===== config.mk =====
export PLATFORM = sky130hd
export DESIGN_NAME = matrix_load_arbiter
export DESIGN_NICKNAME = d
export VERILOG_FILES = /design/src/rtl/matrix_pkg.sv /design/src/rtl/rr_arbiter2.sv /design/src/rtl/matrix_load_arbiter.sv
export SDC_FILE = /design/constraint.sdc
export NUM_CORES = 1
export LEC_CHECK = 0
export CAP_MARGIN = 10
export CORE_MARGIN = 3
export CORE_UTILIZATION = 42
export CTS_CLUSTER_DIAMETER = 40
export DETAILED_ROUTE_END_ITERATION = 7
export PLACE_DENSITY = 0.8
export SLEW_MARGIN = 10
export SYNTH_ARGS = -nofsm -noshare
export SYNTH_HDL_FRONTEND = slang
export SYNTH_HIERARCHICAL = 1
export SYNTH_SLANG_ARGS = --single-unit

===== constraint.sdc =====
create_clock -name clk -period 1.9 [get_ports clk]
set_input_delay 0.38 -clock clk [delete_from_list [all_inputs] [get_ports clk]]
set_output_delay 0.38 -clock clk [all_outputs]
set_load 0.03 [all_outputs]

===== src/rtl/matrix_pkg.sv =====
// Shared types and defaults for the matrix loader arbiter slice.
package matrix_pkg;

  localparam int DEF_ROW    = 4;
  localparam int DEF_DATA_W = 32;

  typedef enum logic [1:0] {
    IDLE  = 2'd0,
    BURST = 2'd1,
    DONE  = 2'd2
  } state_e;

  localparam logic TGT_A = 1'b0;
  localparam logic TGT_B = 1'b1;

endpackage


===== src/rtl/rr_arbiter2.sv =====
// Two-way round-robin pick: a lone requester wins outright, a tie goes to the
// requester that did not own the previous load.
module rr_arbiter2 (
  input  logic [1:0] req_valid,
  input  logic       last_owner,
  output logic       any_req,
  output logic       grant
);

  always_comb begin
    any_req = |req_valid;
    case (req_valid)
      2'b00:   grant = 1'b0;
      2'b01:   grant = 1'b0;
      2'b10:   grant = 1'b1;
      2'b11:   grant = ~last_owner;
      default: grant = 1'b0;
    endcase
  end

endmodule


===== src/rtl/matrix_load_arbiter.sv =====
// Grants whole ROW-word matrix loads to the host or DMA requester and steers
// the words to the Matrix A or Matrix B loader; tracks operand freshness.
module matrix_load_arbiter
  import matrix_pkg::*;
#(
  parameter int ROW    = DEF_ROW,
  parameter int DATA_W = DEF_DATA_W
) (
  input  logic                clk,
  input  logic                reset,
  input  logic [1:0]          req_valid,
  input  logic [1:0]          req_target,
  input  logic [2*DATA_W-1:0] req_data,
  output logic [1:0]          req_ready,
  output logic                A_opcode,
  output logic [DATA_W-1:0]   Data_to_A,
  output logic                B_opcode,
  output logic [DATA_W-1:0]   Data_to_B,
  output logic                busy,
  output logic                load_done,
  output logic                done_target,
  output logic                done_owner,
  output logic                mats_ready,
  input  logic                consume
);

  localparam int               CNT_W    = (ROW > 1) ? $clog2(ROW) : 1;
  localparam logic [CNT_W-1:0] CNT_LAST = CNT_W'(ROW - 1);

  state_e              state_q, state_d;
  logic [CNT_W-1:0]    cnt_q, cnt_d;
  logic                owner_q, owner_d;
  logic                target_q, target_d;
  logic                last_owner_q, last_owner_d;
  logic                loaded_a_q, loaded_a_d;
  logic                loaded_b_q, loaded_b_d;
  logic                a_op_q, a_op_d;
  logic                b_op_q, b_op_d;
  logic [DATA_W-1:0]   a_data_q, a_data_d;
  logic [DATA_W-1:0]   b_data_q, b_data_d;

  logic                any_req;
  logic                grant_owner;
  logic                hs;
  logic                last_hs;
  logic [DATA_W-1:0]   owner_word;

  rr_arbiter2 u_arb (
    .req_valid  (req_valid),
    .last_owner (last_owner_q),
    .any_req    (any_req),
    .grant      (grant_owner)
  );

  // Ready is only ever raised for the owner in BURST, so its valid alone marks a handshake.
  assign owner_word = owner_q ? req_data[2*DATA_W-1 -: DATA_W] : req_data[DATA_W-1:0];
  assign hs         = (state_q == BURST) && req_valid[owner_q];
  assign last_hs    = hs && (cnt_q == CNT_LAST);

  always_ff @(posedge clk) begin
    if (!reset) begin
      state_q <= IDLE;
    end else begin
      state_q <= state_d;
    end
  end

  always_comb begin
    state_d = state_q;
    case (state_q)
      IDLE:    if (any_req) state_d = BURST; else state_d = IDLE;
      BURST:   if (last_hs) state_d = DONE;  else state_d = BURST;
      DONE:    state_d = IDLE;
      default: state_d = IDLE;
    endcase
  end

  always_comb begin
    req_ready   = 2'b00;
    busy        = 1'b0;
    load_done   = 1'b0;
    done_target = 1'b0;
    done_owner  = 1'b0;
    case (state_q)
      IDLE: begin
        req_ready = 2'b00;
      end
      BURST: begin
        busy      = 1'b1;
        req_ready = owner_q ? 2'b10 : 2'b01;
      end
      DONE: begin
        busy        = 1'b1;
        load_done   = 1'b1;
        done_target = target_q;
        done_owner  = owner_q;
      end
      default: begin
        req_ready = 2'b00;
      end
    endcase
  end

  always_comb begin
    cnt_d        = cnt_q;
    owner_d      = owner_q;
    target_d     = target_q;
    last_owner_d = last_owner_q;
    a_op_d       = 1'b0;
    b_op_d       = 1'b0;
    a_data_d     = a_data_q;
    b_data_d     = b_data_q;
    loaded_a_d   = consume ? 1'b0 : loaded_a_q;
    loaded_b_d   = consume ? 1'b0 : loaded_b_q;

    if ((state_q == IDLE) && any_req) begin
      owner_d  = grant_owner;
      target_d = req_target[grant_owner];
    end else begin
      owner_d  = owner_q;
    end

    if (hs) begin
      cnt_d = last_hs ? '0 : cnt_q + 1'b1;
      if (target_q == TGT_B) begin
        b_op_d   = 1'b1;
        b_data_d = owner_word;
      end else begin
        a_op_d   = 1'b1;
        a_data_d = owner_word;
      end
    end else begin
      cnt_d = cnt_q;
    end

    // A load finishing in the same cycle as consume still marks its target fresh.
    if (state_q == DONE) begin
      last_owner_d = owner_q;
      if (target_q == TGT_A) begin
        loaded_a_d = 1'b1;
      end else begin
        loaded_b_d = 1'b1;
      end
    end else begin
      last_owner_d = last_owner_q;
    end
  end

  always_ff @(posedge clk) begin
    if (!reset) begin
      cnt_q        <= '0;
      owner_q      <= 1'b0;
      target_q     <= 1'b0;
      last_owner_q <= 1'b1;
      loaded_a_q   <= 1'b0;
      loaded_b_q   <= 1'b0;
      a_op_q       <= 1'b0;
      b_op_q       <= 1'b0;
      a_data_q     <= '0;
      b_data_q     <= '0;
    end else begin
      cnt_q        <= cnt_d;
      owner_q      <= owner_d;
      target_q     <= target_d;
      last_owner_q <= last_owner_d;
      loaded_a_q   <= loaded_a_d;
      loaded_b_q   <= loaded_b_d;
      a_op_q       <= a_op_d;
      b_op_q       <= b_op_d;
      a_data_q     <= a_data_d;
      b_data_q     <= b_data_d;
    end
  end

  assign A_opcode   = a_op_q;
  assign Data_to_A  = a_data_q;
  assign B_opcode   = b_op_q;
  assign Data_to_B  = b_data_q;
  assign mats_ready = loaded_a_q & loaded_b_q;

endmodule

==> impl_metrics.py, run 1 <==
metrics = {
    "timing": {
        "slew-limit-headroom_pct": 60.8,
        "maxSlewViolCount": 0,
        "fmax_mhz": 555,
        "clock-skew-final_ns": 0.00535,
        "period_minus_slack_ns": 1.80,
        "post-route-period-util_pct": 94.8,
        "tightestPinTransition_ns": 0.589,
        "fin_setup_tns_ns": 0,
        "grt_setup_unrepaired": "no",
        "hold_viol": 0,
        "setup_viol": 0,
    },
    "drt": {
        "drc": 0,
        "firstDrtPassIters": 4,
        "via_per_inst": 4.79,
        "post_drt_wl_per_cell_um": 14.1,
        "antenna_left": 0,
        "num_vias": 2794,
        "drt_iter0_drc": 74,
        "routed_wirelength_um": 8250,
    },
    "global_routing": {
        "antenna_found_initial": 0,
        "grt_pass1_vias": 2743,
        "grt-ovfl-total": 0,
        "grt_pass1_wl_um": 13000,
        "grt_max_degree": 64,
        "grt_use_total_pct": 18.2,
    },
    "clock_network": {
        "cts-root-buf": "clkbuf_8",
        "ctsHoldBuffers": 0,
        "insertion_delay_ns": 0.33,
        "cts_buffer_depth": 2,
        "cts_htree_levels": 3,
        "cts_tree": "yes",
        "numCtsBuffers": 9,
        "path_clk_slew_ns": 0.08,
        "clock_sinks": 75,
        "post_cts_buffers": 0,
    },
    "worst_setup_path": {
        "path_max_fanout": 2,
        "required_ns": 1.52,
        "worst-setup-path-type": "reg2out",
        "worst_setup_path_end_kind": "primary output",
        "cp-start-kind": "flop",
        "crit_arrival_ns": 1.42,
    },
    "yosys": {
        "synth_area_per_cell_sq_um": 9.87,
        "async_flop_share_pct": 0,
        "synth_nets": 410,
        "syn_area_sq_um": 3310,
        "yosysTopAreaCell": "dfxtp_1",
        "ys_top_cells_by_area": "dfxtp_1 45%, mux2i_1 20%, nand2_1 11%, mux2_2 11%, buf_6 2.4%",
        "synth_cell_types": 27,
        "synth_ff_type": "dfxtp_1",
        "synth.most_common_cell": "nand2_1",
        "ys_ff_latch": 75,
        "yosys_warnings": 6,
        "synthTopCellsByCount": "101 x nand2_1, 75 x dfxtp_1, 65 x mux2i_1",
        "synth.top_cell.area_share_pct": 45.4,
        "synth_cells": 335,
        "ys_seq_area_share_pct": 45.4,
        "synth-edff-count": 0,
    },
    "placed_design": {
        "finalWeightedCongestion": 0.735,
        "portBuffers": 143,
        "hpwl_um": 6140,
        "placed_area_sq_um": 4840,
    },
    "floorplanning": {
        "core_sq_um": 7450,
        "die_y_um": 94.7,
        "io_pins": 144,
        "dieArea_sq_um": 8970,
        "die_x_um": 94.7,
        "rows": 31,
        "start_util_pct": 44.4,
    },
    "job": {
        "maxCapViolCount": 0,
    },
    "hold_path": {
        "min-delay-path-class": "in2reg",
    },
    "power": {
        "leakagePower_uw": 0.00184,
        "cellPowerDensity_nw_per_um2": 705,
        "irDropWorstVdd_v": 0.000353,
    },
    "final_layout": {
        "synthToLayoutAreaGrowth_pct": 52.1,
        "drive_above_1_share_pct": 14.0,
        "nNetsFinal": 554,
        "stdcell_area_sq_um": 5030,
        "num_antenna_cells": 0,
        "final.fill_count": 632,
    },
    "status": {
        "status": "finished, final reports clean",
    },
}
==> layout make-up <==
cell class              count  area (sq um)  area share (%)
flip-flops and latches     75          1500            29.9
well taps                  99           124            2.46
inverters                   8          30.0           0.597
multi-input cells         231          1640            32.6
clock inverters             3          20.0           0.398
clock buffers              13           179            3.56
repair buffers            154          1530            30.5
==> layout by cell type, fill, tap and decap left out, types with 2 or more instances in the layout <==
cell type        synthesis  routed
a211oi_1                 2       2
a21oi_1                  4       4
and2_1                   4       4
buf_12                   0       3
buf_4                    0      10
clkbuf_2                 0       2
clkbuf_8                 0      13
clkdlybuf4s50_1          0     135
clkinvlp_4               0       2
dfxtp_1                 75      74
dlygate4sd2_1            0       2
ha_1                     4       4
inv_1                    7       7
mux2_2                  32      32
mux2i_1                 65      65
nand2_1                101     101
nor2_1                   4       4
nor4_1                   2       2
o21ai_0                  2       2
==> power breakdown <==
part	internal [uW]	leakage (uW)	switching, uW	total, uW
clock network	616	0.0000977	565	1180
registers	1630	0.000609	33.5	1670
logic	361	0.00114	336	697
total	2610	0.00184	934	3540
==> through the flow <==
stage | worst slack (ns) | hold WS (ns) | utilization (%) | power, uW | std cells
2_1_floorplan | 0.409 | 0.436 | - | 2080 | 335
3_3_place_gp | 0.119 | 0.441 | 65.0 | 2390 | 567
3_5_place_dp | 0.0819 | 0.447 | 65.0 | 2400 | 567
4_1_cts | 0.0203 | 0.439 | 67.6 | 3570 | 583
5_1_grt | 0.0124 | 0.454 | 67.5 | 3700 | 583
6_report | 0.0982 | 0.452 | 67.5 | 3540 | 583
==> final timing paths <==
check | from | endpoint | slack, ns | cells past startpoint
worst max-delay path | state_q[0] | busy | 0.1 | 3
worst min-delay path | reset | owner_q | 0.45 | 3
worst max register to register | owner_q | Data_to_B[21] | 0.31 | 5
worst min register to register | Data_to_B[4] | Data_to_B[4] | 0.46 | 2
==> cells by family after synthesis <==
logic type	Yosys count	share of synthesized area, %
compound gates	11	2.08
flops	75	45.4
simple gates	118	14.6
buf+inv	29	5.07
mux	98	31.3
fa+ha+maj	4	1.51
==> flip-flops by register name (all words and copies together) (netlist names) <==
register,flops
Data_to_B,32
loaded_a_q,1
state_q,2
Data_to_A,32
owner_q,1
target_q,1
loaded_b_q,1
cnt_q,2
B_opcode,1
A_opcode,1
last_owner_q,1
==> per-layer routing <==
layer / GRT usage, % / share of wire (%) / vias to the layer above
met1: 22.5 / 44 / 1275
met5: 0 / 0 / -
met3: 5.58 / 8.1 / 11
li1: - / - / 1408
met2: 30.3 / 46 / 100
met4: 5.89 / 1.2 / 0
==> timing repair <==
item	in CTS	in global routing
hold endpoints to repair	0	0
setup endpoints to repair	4	3
resized for setup	5	4
==> worst max-delay path, stage by stage, from the launching register on <==
cell and delay, ns:
dfxtp_1 0.35, inv_1 0.06, ha_1 0.28, dlygate4sd2_1 0.41
Note: power is estimated with default switching activity, not from simulation.
==> run 2: changes to the inputs <==
--- a/config.mk
+++ b/config.mk
@@ -6,11 +6,11 @@
 export NUM_CORES = 1
 export LEC_CHECK = 0
 export CAP_MARGIN = 10
-export CORE_MARGIN = 3
-export CORE_UTILIZATION = 42
+export CORE_MARGIN = 1
+export CORE_UTILIZATION = 29
 export CTS_CLUSTER_DIAMETER = 40
+export CTS_CLUSTER_SIZE = 30
 export DETAILED_ROUTE_END_ITERATION = 7
-export PLACE_DENSITY = 0.8
 export SLEW_MARGIN = 10
 export SYNTH_ARGS = -nofsm -noshare
 export SYNTH_HDL_FRONTEND = slang
==> run 2 against run 1 <==
  * Combinational power about the same
  * Flip-flop and latch count did not move
  * Clock power rose by 33%
  * First-iteration DRC count up 6.8%
  * Final cell count increased by 6.9%
  * Largest cell class unchanged
  * Highest routed layer unchanged
==> impl_metrics.py, run 2 (synthesis gave the netlist of run 1 again) <==
metrics = {
    "worst_setup_path": {
        "reg2reg_from": "state_q[1]",
        "path_max_fanout": 2,
        "required_ns": 1.52,
        "crit_arrival_ns": 1.44,
        "worst-setup-path-type": "reg2out",
        "worstSetupStartpoint": "loaded_a_q",
        "cp-start-kind": "flop",
        "worst_setup_path_end_kind": "primary output",
    },
    "clock_network": {
        "post_cts_buffers": 0,
        "cts-root-buf": "clkbuf_16",
        "cts_htree_levels": 3,
        "insertion_delay_ns": 0.32,
        "ctsHoldBuffers": 0,
        "clock_sinks": 75,
        "cts_buffer_depth": 2,
        "path_clk_slew_ns": 0.06,
        "numCtsBuffers": 9,
        "cts_resized": 4,
        "cts_tree": "yes",
    },
    "drt": {
        "drc": 0,
        "firstDrtPassIters": 4,
        "antenna_left": 0,
        "routed_wirelength_um": 8360,
        "via_per_inst": 4.44,
        "post_drt_wl_per_cell_um": 13.4,
        "num_vias": 2767,
        "drt_iter0_drc": 79,
    },
    "power": {
        "clkPwrFrac_pct": 39.9,
        "internal-power_uw": 2910,
        "power_frac_seq_pct": 42.4,
        "irDropWorstVdd_v": 0.000383,
        "cellPowerDensity_nw_per_um2": 762,
        "p_sw_uw": 1020,
        "comb_power_share_pct": 17.7,
        "leakagePower_uw": 0.00186,
        "switching_share_pct": 26.0,
    },
    "global_routing": {
        "antenna_found_initial": 0,
        "grt-ovfl-total": 0,
        "grt_use_total_pct": 14.6,
        "grt_max_degree": 59,
        "grt_pass1_vias": 2812,
        "grt_pass1_wl_um": 13300,
    },
    "floorplanning": {
        "rows": 38,
        "dieArea_sq_um": 11800,
        "die_y_um": 109,
        "die_x_um": 109,
        "io_pins": 144,
        "start_util_pct": 30.1,
        "core_sq_um": 11000,
    },
    "timing": {
        "tightestPinTransition_ns": 0.369,
        "setup_slack_ns": 0.0828,
        "grt_setup_unrepaired": "no",
        "period_minus_slack_ns": 1.82,
        "slew-limit-headroom_pct": 74.8,
        "hold_viol": 0,
        "maxSlewViolCount": 0,
        "worst_hold_slack_ns": 0.450,
        "clock-skew-final_ns": 0.00313,
        "fmax_mhz": 550,
        "setup_viol": 0,
        "fin_setup_tns_ns": 0,
        "post-route-period-util_pct": 95.6,
    },
    "placed_design": {
        "place_ws_ns": 0.0564,
        "place_inst": 607,
        "portBuffers": 143,
        "finalWeightedCongestion": 0.717,
        "hpwl_um": 6210,
    },
    "job": {
        "maxCapViolCount": 0,
    },
    "hold_path": {
        "holdCritStartpoint": "Data_to_A[24]",
        "min-delay-path-class": "reg2reg",
    },
    "final_layout": {
        "multiInputGateArea_sq_um": 1640,
        "final-seq-area_sq_um": 1500,
        "num_antenna_cells": 0,
        "fin_cells": 623,
        "nNetsFinal": 553,
        "drive_above_1_share_pct": 13.9,
        "final.fill_count": 1089,
        "fin_util_pct": 47.0,
        "final_cell_mix": "136 x clkdlybuf4s50_1, 101 x nand2_1, 74 x dfxtp_1",
        "synthToLayoutAreaGrowth_pct": 56.2,
        "final_common_cell": "clkdlybuf4s50_1",
    },
    "status": {
        "status": "finished, final reports clean",
    },
}
run 2: cell count changes in the layout (fill, tap and decap cells not counted):
cell,previous run,this run
clkinv_2,1,2
clkbuf_8,13,1
buf_4,10,8
clkinvlp_4,2,3
clkbuf_16,0,9
buf_12,3,4
clkinv_4,0,1
dlymetal6s2s_1,1,0
clkdlybuf4s50_1,135,136
run 2: per-layer routing:
layer  GRT usage, %  share of wire, %  wire (um)  vias to the layer above
met5              0                 0          0                        -
met4           5.21               1.1         93                        0
met3           4.90               6.9        578                        8
met2           25.3                49       4110                       82
met1           16.5                43       3570                     1280
li1               -                 -          -                     1397
run 2: path summary, 6_finish.rpt:
kind,to,cells after the start,slack (ns)
max reg2reg,Data_to_A[26],7,0.28
max,mats_ready,2,0.08
min reg2reg,Data_to_A[24],2,0.45
min,Data_to_A[24],2,0.45
run 2: worst max-delay path, cell delays in order, from the launching register on:
cell and delay (ns):
dfxtp_1 0.33, and2_1 0.13, clkdlybuf4s50_1 0.66
run 2: through the flow:
stage               power (uW)  area, sq um
detailed placement        2410         4900
CTS                       4000         5170
finish                    3940         5160
floorplan                 2080         3310
global route              4120         5160
global placement          2400         4900
run 2: power by group through the flow:
| stage | registers, uW | logic [uW] | clock network (uW) |
|---|---|---|---|
| after floorplan | 1810 | 275 | 0 |
| after global placement | 1700 | 703 | 0 |
| after detailed placement | 1700 | 709 | 0 |
| after CTS | 1670 | 709 | 1620 |
| after global routing | 1670 | 750 | 1690 |
| final | 1670 | 697 | 1570 |
run 2: layout make-up:
cell class / instances / share of cell area, %
Multi-Input combinational cell: 231 / 31.8
Sequential cell: 75 / 29.1
Clock inverter: 6 / 0.800
Clock buffer: 10 / 4.63
Inverter: 8 / 0.582
Timing Repair Buffer: 153 / 29.7
Tap cell: 140 / 3.39
